[src/rtl/clock_set_controller.sv]
// Time-setting sequencer for the 24-hour clock. It turns debounced MODE/UP buttons into
// a field-select state, increment/clear strobes and a per-digit blink mask.
module clock_set_controller #(
  parameter int HOLD_TICKS   = 8,
  parameter int REPEAT_TICKS = 2,
  parameter int BLINK_TICKS  = 4,
  parameter int TIMEOUT_S    = 10
) (
  input  logic       CLK,
  input  logic       RESET,
  input  logic       SEC_TICK,
  input  logic       FAST_TICK,
  input  logic       MODE_BUTTON,
  input  logic       UP_BUTTON,
  output logic       RUN_EN,
  output logic       INC_HOUR,
  output logic       INC_MIN,
  output logic       CLEAR_SEC,
  output logic [1:0] SET_MODE,
  output logic [3:0] BLANK
);

  localparam int HOLD_W   = $clog2(HOLD_TICKS + 1);
  localparam int REPEAT_W = $clog2(REPEAT_TICKS + 1);
  localparam int BLINK_W  = $clog2(BLINK_TICKS + 1);
  localparam int IDLE_W   = $clog2(TIMEOUT_S + 1);

  typedef enum logic [1:0] {
    STATE_RUN      = 2'b00,
    STATE_SET_HOUR = 2'b01,
    STATE_SET_MIN  = 2'b10
  } state_e;

  state_e state_q, state_d;
  logic modeBtn_q, upBtn_q;
  logic [HOLD_W-1:0]   holdCnt_q, holdCnt_d;
  logic [REPEAT_W-1:0] repCnt_q, repCnt_d;
  logic [BLINK_W-1:0]  blinkCnt_q, blinkCnt_d;
  logic [IDLE_W-1:0]   idleCnt_q, idleCnt_d;
  logic phase_q, phase_d;
  logic incHour_q, incHour_d;
  logic incMin_q, incMin_d;
  logic clearSec_q, clearSec_d;

  logic riseMode, riseUp, inSet, timeout, stateChange, enterSet;
  logic repeatHit, incPulse, blinkWrap;

  always_ff @(posedge CLK or negedge RESET) begin
    if (!RESET) begin
      state_q    <= STATE_RUN;
      modeBtn_q  <= 1'b1;
      upBtn_q    <= 1'b1;
      holdCnt_q  <= '0;
      repCnt_q   <= '0;
      blinkCnt_q <= '0;
      idleCnt_q  <= '0;
      phase_q    <= 1'b0;
      incHour_q  <= 1'b0;
      incMin_q   <= 1'b0;
      clearSec_q <= 1'b0;
    end else begin
      state_q    <= state_d;
      modeBtn_q  <= MODE_BUTTON;
      upBtn_q    <= UP_BUTTON;
      holdCnt_q  <= holdCnt_d;
      repCnt_q   <= repCnt_d;
      blinkCnt_q <= blinkCnt_d;
      idleCnt_q  <= idleCnt_d;
      phase_q    <= phase_d;
      incHour_q  <= incHour_d;
      incMin_q   <= incMin_d;
      clearSec_q <= clearSec_d;
    end
  end

  always_comb begin
    riseMode    = MODE_BUTTON & ~modeBtn_q;
    riseUp      = UP_BUTTON & ~upBtn_q;
    inSet       = (state_q != STATE_RUN);
    timeout     = inSet && (idleCnt_q == IDLE_W'(TIMEOUT_S));
    state_d     = state_q;
    clearSec_d  = 1'b0;
    holdCnt_d   = '0;
    repCnt_d    = '0;
    repeatHit   = 1'b0;
    blinkCnt_d  = blinkCnt_q;
    phase_d     = phase_q;
    idleCnt_d   = idleCnt_q;
    blinkWrap   = FAST_TICK && (blinkCnt_q == BLINK_W'(BLINK_TICKS - 1));

    // A MODE edge always beats a simultaneous timeout or UP edge.
    if (riseMode) begin
      case (state_q)
        STATE_RUN:      state_d = STATE_SET_HOUR;
        STATE_SET_HOUR: state_d = STATE_SET_MIN;
        default: begin
          state_d    = STATE_RUN;
          clearSec_d = 1'b1;
        end
      endcase
    end else if (timeout) begin
      state_d = STATE_RUN;
    end

    stateChange = (state_d != state_q);
    enterSet    = stateChange && (state_d != STATE_RUN);

    // Auto-repeat: hold phase saturates at HOLD_TICKS, then the repeat counter takes over.
    if (inSet && !stateChange && UP_BUTTON) begin
      holdCnt_d = holdCnt_q;
      repCnt_d  = repCnt_q;
      if (FAST_TICK) begin
        if (holdCnt_q != HOLD_W'(HOLD_TICKS)) begin
          holdCnt_d = holdCnt_q + HOLD_W'(1);
          repeatHit = (holdCnt_q == HOLD_W'(HOLD_TICKS - 1));
        end else if (repCnt_q == REPEAT_W'(REPEAT_TICKS - 1)) begin
          repCnt_d  = '0;
          repeatHit = 1'b1;
        end else begin
          repCnt_d = repCnt_q + REPEAT_W'(1);
        end
      end
    end

    incPulse  = inSet && !stateChange && (riseUp || repeatHit);
    incHour_d = incPulse && (state_q == STATE_SET_HOUR);
    incMin_d  = incPulse && (state_q == STATE_SET_MIN);

    if (!inSet || stateChange || incPulse) begin
      idleCnt_d = '0;
    end else if (SEC_TICK && (idleCnt_q != IDLE_W'(TIMEOUT_S))) begin
      idleCnt_d = idleCnt_q + IDLE_W'(1);
    end

    // Keep the field steady while the user is actively adjusting it.
    if (enterSet) begin
      blinkCnt_d = '0;
      phase_d    = 1'b0;
    end else begin
      if (FAST_TICK) begin
        blinkCnt_d = blinkWrap ? '0 : blinkCnt_q + BLINK_W'(1);
        phase_d    = blinkWrap ? ~phase_q : phase_q;
      end
      if (UP_BUTTON) begin
        phase_d = 1'b0;
      end
    end
  end

  always_comb begin
    case (state_q)
      STATE_SET_HOUR: BLANK = {phase_q, phase_q, 2'b00};
      STATE_SET_MIN:  BLANK = {2'b00, phase_q, phase_q};
      default:        BLANK = 4'b0000;
    endcase
  end

  assign RUN_EN    = (state_q == STATE_RUN);
  assign SET_MODE  = state_q;
  assign INC_HOUR  = incHour_q;
  assign INC_MIN   = incMin_q;
  assign CLEAR_SEC = clearSec_q;

endmodule

[config.mk]
export PLATFORM = sky130hd
export DESIGN_NAME = clock_set_controller
export DESIGN_NICKNAME = d
export VERILOG_FILES = /design/src/rtl/clock_set_controller.sv
export SDC_FILE = /design/constraint.sdc
export NUM_CORES = 1
export LEC_CHECK = 0
export CORE_MARGIN = 4
export CORE_UTILIZATION = 50
export DETAILED_ROUTE_END_ITERATION = 10
export PLACE_DENSITY = 0.74
export SYNTH_ARGS = -nofsm -noshare
export SYNTH_HDL_FRONTEND = slang
export SYNTH_SLANG_ARGS = --single-unit
[constraint.sdc]
create_clock -name CLK -period 2 [get_ports CLK]
set_input_delay 0.4 -clock CLK [delete_from_list [all_inputs] [get_ports CLK]]
set_output_delay 0.4 -clock CLK [all_outputs]
set_load 0.01 [all_outputs]
==> results.md <==
* Initial Utilization at 52.4%
* ANT nets after route at 0
* Data arrival, critical path at 1.52 ns
* Die X at 55.9 microns
* Post-synthesis sequential area ratio at 46.0%
* Global-route wire length before repair at 3640 microns
* Initial antenna violation count at 0
* Worst Setup Start Kind: flip-flop
* Dpl hpwl at 1690 microns
* Worst Max-Slew Pin Slew at 0.318 ns
* Hold_buf cts at 0
* Asr flop ratio synth at 100%
* Max Root-Sink Buffers at 2
* Routed vias at 817
* Setup-failing EPs final at 0
* PD cells at 826 nW/um^2
* Total congestion overflow at 0
* Clock power frac at 17.4%
* Status: completed
* Die height at 55.9 microns
* Worst VDD drop at 0.593 mV
* Ant diodes at 0
* Core Region at 2190 sq um
* Placer Congestion at 0.851
* RSZ-0062 raised after global routing: no
* Sequential power share at 45.6%
* Internal power at 0.000763 W
* EDFF count, synth at 0
* Worst EP required at 1.60 ns
* CTS root buf: clkbuf_4
* Layout Nets at 146
* Crit path kind: reg -> out
* Vias/cell at 5.17
* Syn Inst Count at 109
* Pwr Total at 0.00115 W
* Clk_skew at 0.00127 ns
* Avg Cell Area, Syn at 10.5 sq um
* #FFs+latches synth at 21
* Number of max-cap violations at 0
* Yosys warns at 0
* Row count at 17
* Drt first pass iters at 2
* CTS clk-pin slew, worst paths at 0.11 ns
* CP Max Fanout at 6
* Fmax at 522 MHz
* DRC at 0
* Tot GR Track Use at 14.8%
* Layout cell share with drive strength beyond 1 at 15.4%
* Final min period at 1.92 ns
* Leakage at 0.623 nW
* Initial DRC count at 2
* Worst-Skew Late Latency at 0.30 ns
* Unique masters post-synth at 31
* Largest net degree at the start of global routing at 22
* Netlist Area Pre-Place at 1150 sq um
* Clock tree from TritonCTS: yes
* Final setup TNS at 0 ns
* Final WL at 2150 microns
* H-Tree Depth at 1
* Vias in the first global route at 852
* Buffers on Ports at 15
* Hold crit path type: in -> async
* Wirelength per Cell at 13.6 microns
* Final Hold Vio Count at 0
* Switching share of power at 33.5%
* Comb power frac at 37.0%
* Max_slew headroom at 78.8%
* Final Slew Violations at 0
* Setup crit end kind: primary output
* Syn nets at 124
* Clock sinks at 21
* Num CTS Buffers at 3
* Die area at 3130 sq um
* Area Growth Syn to Fin at 20.8%
* Net switching power at 0.000383 W
* Main synth FF type: dfrtp_1
* IO Pins at 16
* Fin crit share at 95.8%
[cell type report]
type / instances / area, sq um
fillers: 194 / 803
multi-input cells: 78 / 589
well taps: 28 / 35.0
repair buffers: 20 / 183
clock buffers: 4 / 26.3
inverters: 7 / 26.3
flip-flops and latches: 21 / 528
[flip-flops by register name (all words and copies together) (netlist names)]
name / count
repCnt_q: 2
idleCnt_q: 4
upBtn_q: 1
phase_q: 1
INC_HOUR: 1
INC_MIN: 1
CLEAR_SEC: 1
holdCnt_q: 4
blinkCnt_q: 3
modeBtn_q: 1
SET_MODE: 2
[cell families after synthesis]
logic type      Yosys count  share of synthesized area (%)
simple gates             43                           20.4
flops                    21                           46.0
compound gates           16                           11.1
buf+inv                  10                           4.25
fa+ha+maj                 9                           9.80
xor+xnor                  6                           4.58
mux                       4                           3.92
[repair_timing]
item,4_1_cts,5_1_grt
cloned,0,0
setup endpoints to repair,4,3
gates resized for setup,6,3
setup buffers,0,0
[cell usage in the layout, fill, tap and decap left out, drive strengths merged]
master          n
a211oi          1
a21oi           7
and2            1
and3            1
and3b           2
buf             5
clkbuf          4
clkdlybuf4s50  11
dfrtp          19
dfstp           2
dlygate4sd2     4
ha              9
inv             7
mux2            1
mux2i           3
nand2           9
nand2b          2
nand3b          1
nand4           2
nand4b          2
nor2           15
nor2b           2
nor3            3
nor3b           2
o211ai          1
o21ai           5
o2bb2ai         1
o311ai          1
or2             1
xnor2           4
xor2            2
[cell usage after synthesis (2+ instances only)]
library cell	instances	area (sq um)
nor2b_1	2	12.5
xnor2_1	4	35.0
nand2_1	9	33.8
nor2_1	15	56.3
inv_1	7	26.3
dfstp_2	2	52.6
xor2_1	2	17.5
nor3b_1	2	15.0
nor3_1	3	15.0
o21ai_1	3	15.0
a21oi_1	7	35.0
mux2i_1	3	30.0
buf_4	3	22.5
ha_1	9	113
nand2b_1	2	12.5
nand4_1	2	12.5
dfrtp_1	19	475
and3b_1	2	17.5
[final timing paths]
kind | slack [ns] | start | endpoint | cells after the start
min in group CLK | 0.54 | blinkCnt_q[2] | blinkCnt_q[2] | 2
setup / recovery | 0.08 | SET_MODE[1] | BLANK[1] | 4
hold / removal | 0.42 | RESET | SET_MODE[0] | 2
max in group asynchronous | 1.31 | RESET | modeBtn_q | 2
hold reg to reg | 0.54 | blinkCnt_q[2] | blinkCnt_q[2] | 2
setup reg to reg | 0.26 | SET_MODE[0] | holdCnt_q[2] | 6
[through the flow]
| step | cell area, sq um | setup slack, ns | hold slack (ns) | util (%) | instances |
|---|---|---|---|---|---|
| after CTS | 1370 | 0.0529 | 0.434 | 62.6 | 158 |
| after global placement | 1350 | 0.139 | 0.504 | 61.6 | 154 |
| after detailed placement | 1350 | 0.110 | 0.526 | 61.6 | 154 |
| after global routing | 1390 | 0.0214 | 0.415 | 63.3 | 158 |
| after floorplan | 1150 | 0.333 | 0.104 | - | 109 |
| final | 1390 | 0.0846 | 0.423 | 63.3 | 158 |
[worst max-delay path, stage by stage (launching register included)]
cell           delay, ns
dfrtp_1             0.42
buf_4               0.16
ha_2                0.18
and3_1              0.17
dlygate4sd2_1       0.28
[metal layers]
layer	track usage (%)	share of wire [%]
met5	0	0
met4	5.08	1.3
met3	2.09	2.6
met2	27.0	52
met1	17.7	44
[power groups by stage]
stage               sequential, W  combinational [W]  clock [W]
CTS                      0.000522           0.000413   0.000201
global placement         0.000526           0.000393          0
global route             0.000533           0.000477   0.000232
detailed placement       0.000528           0.000409          0
finish                   0.000522           0.000424   0.000200
floorplan                0.000539           0.000243          0
(Power assumes the default switching activity.)
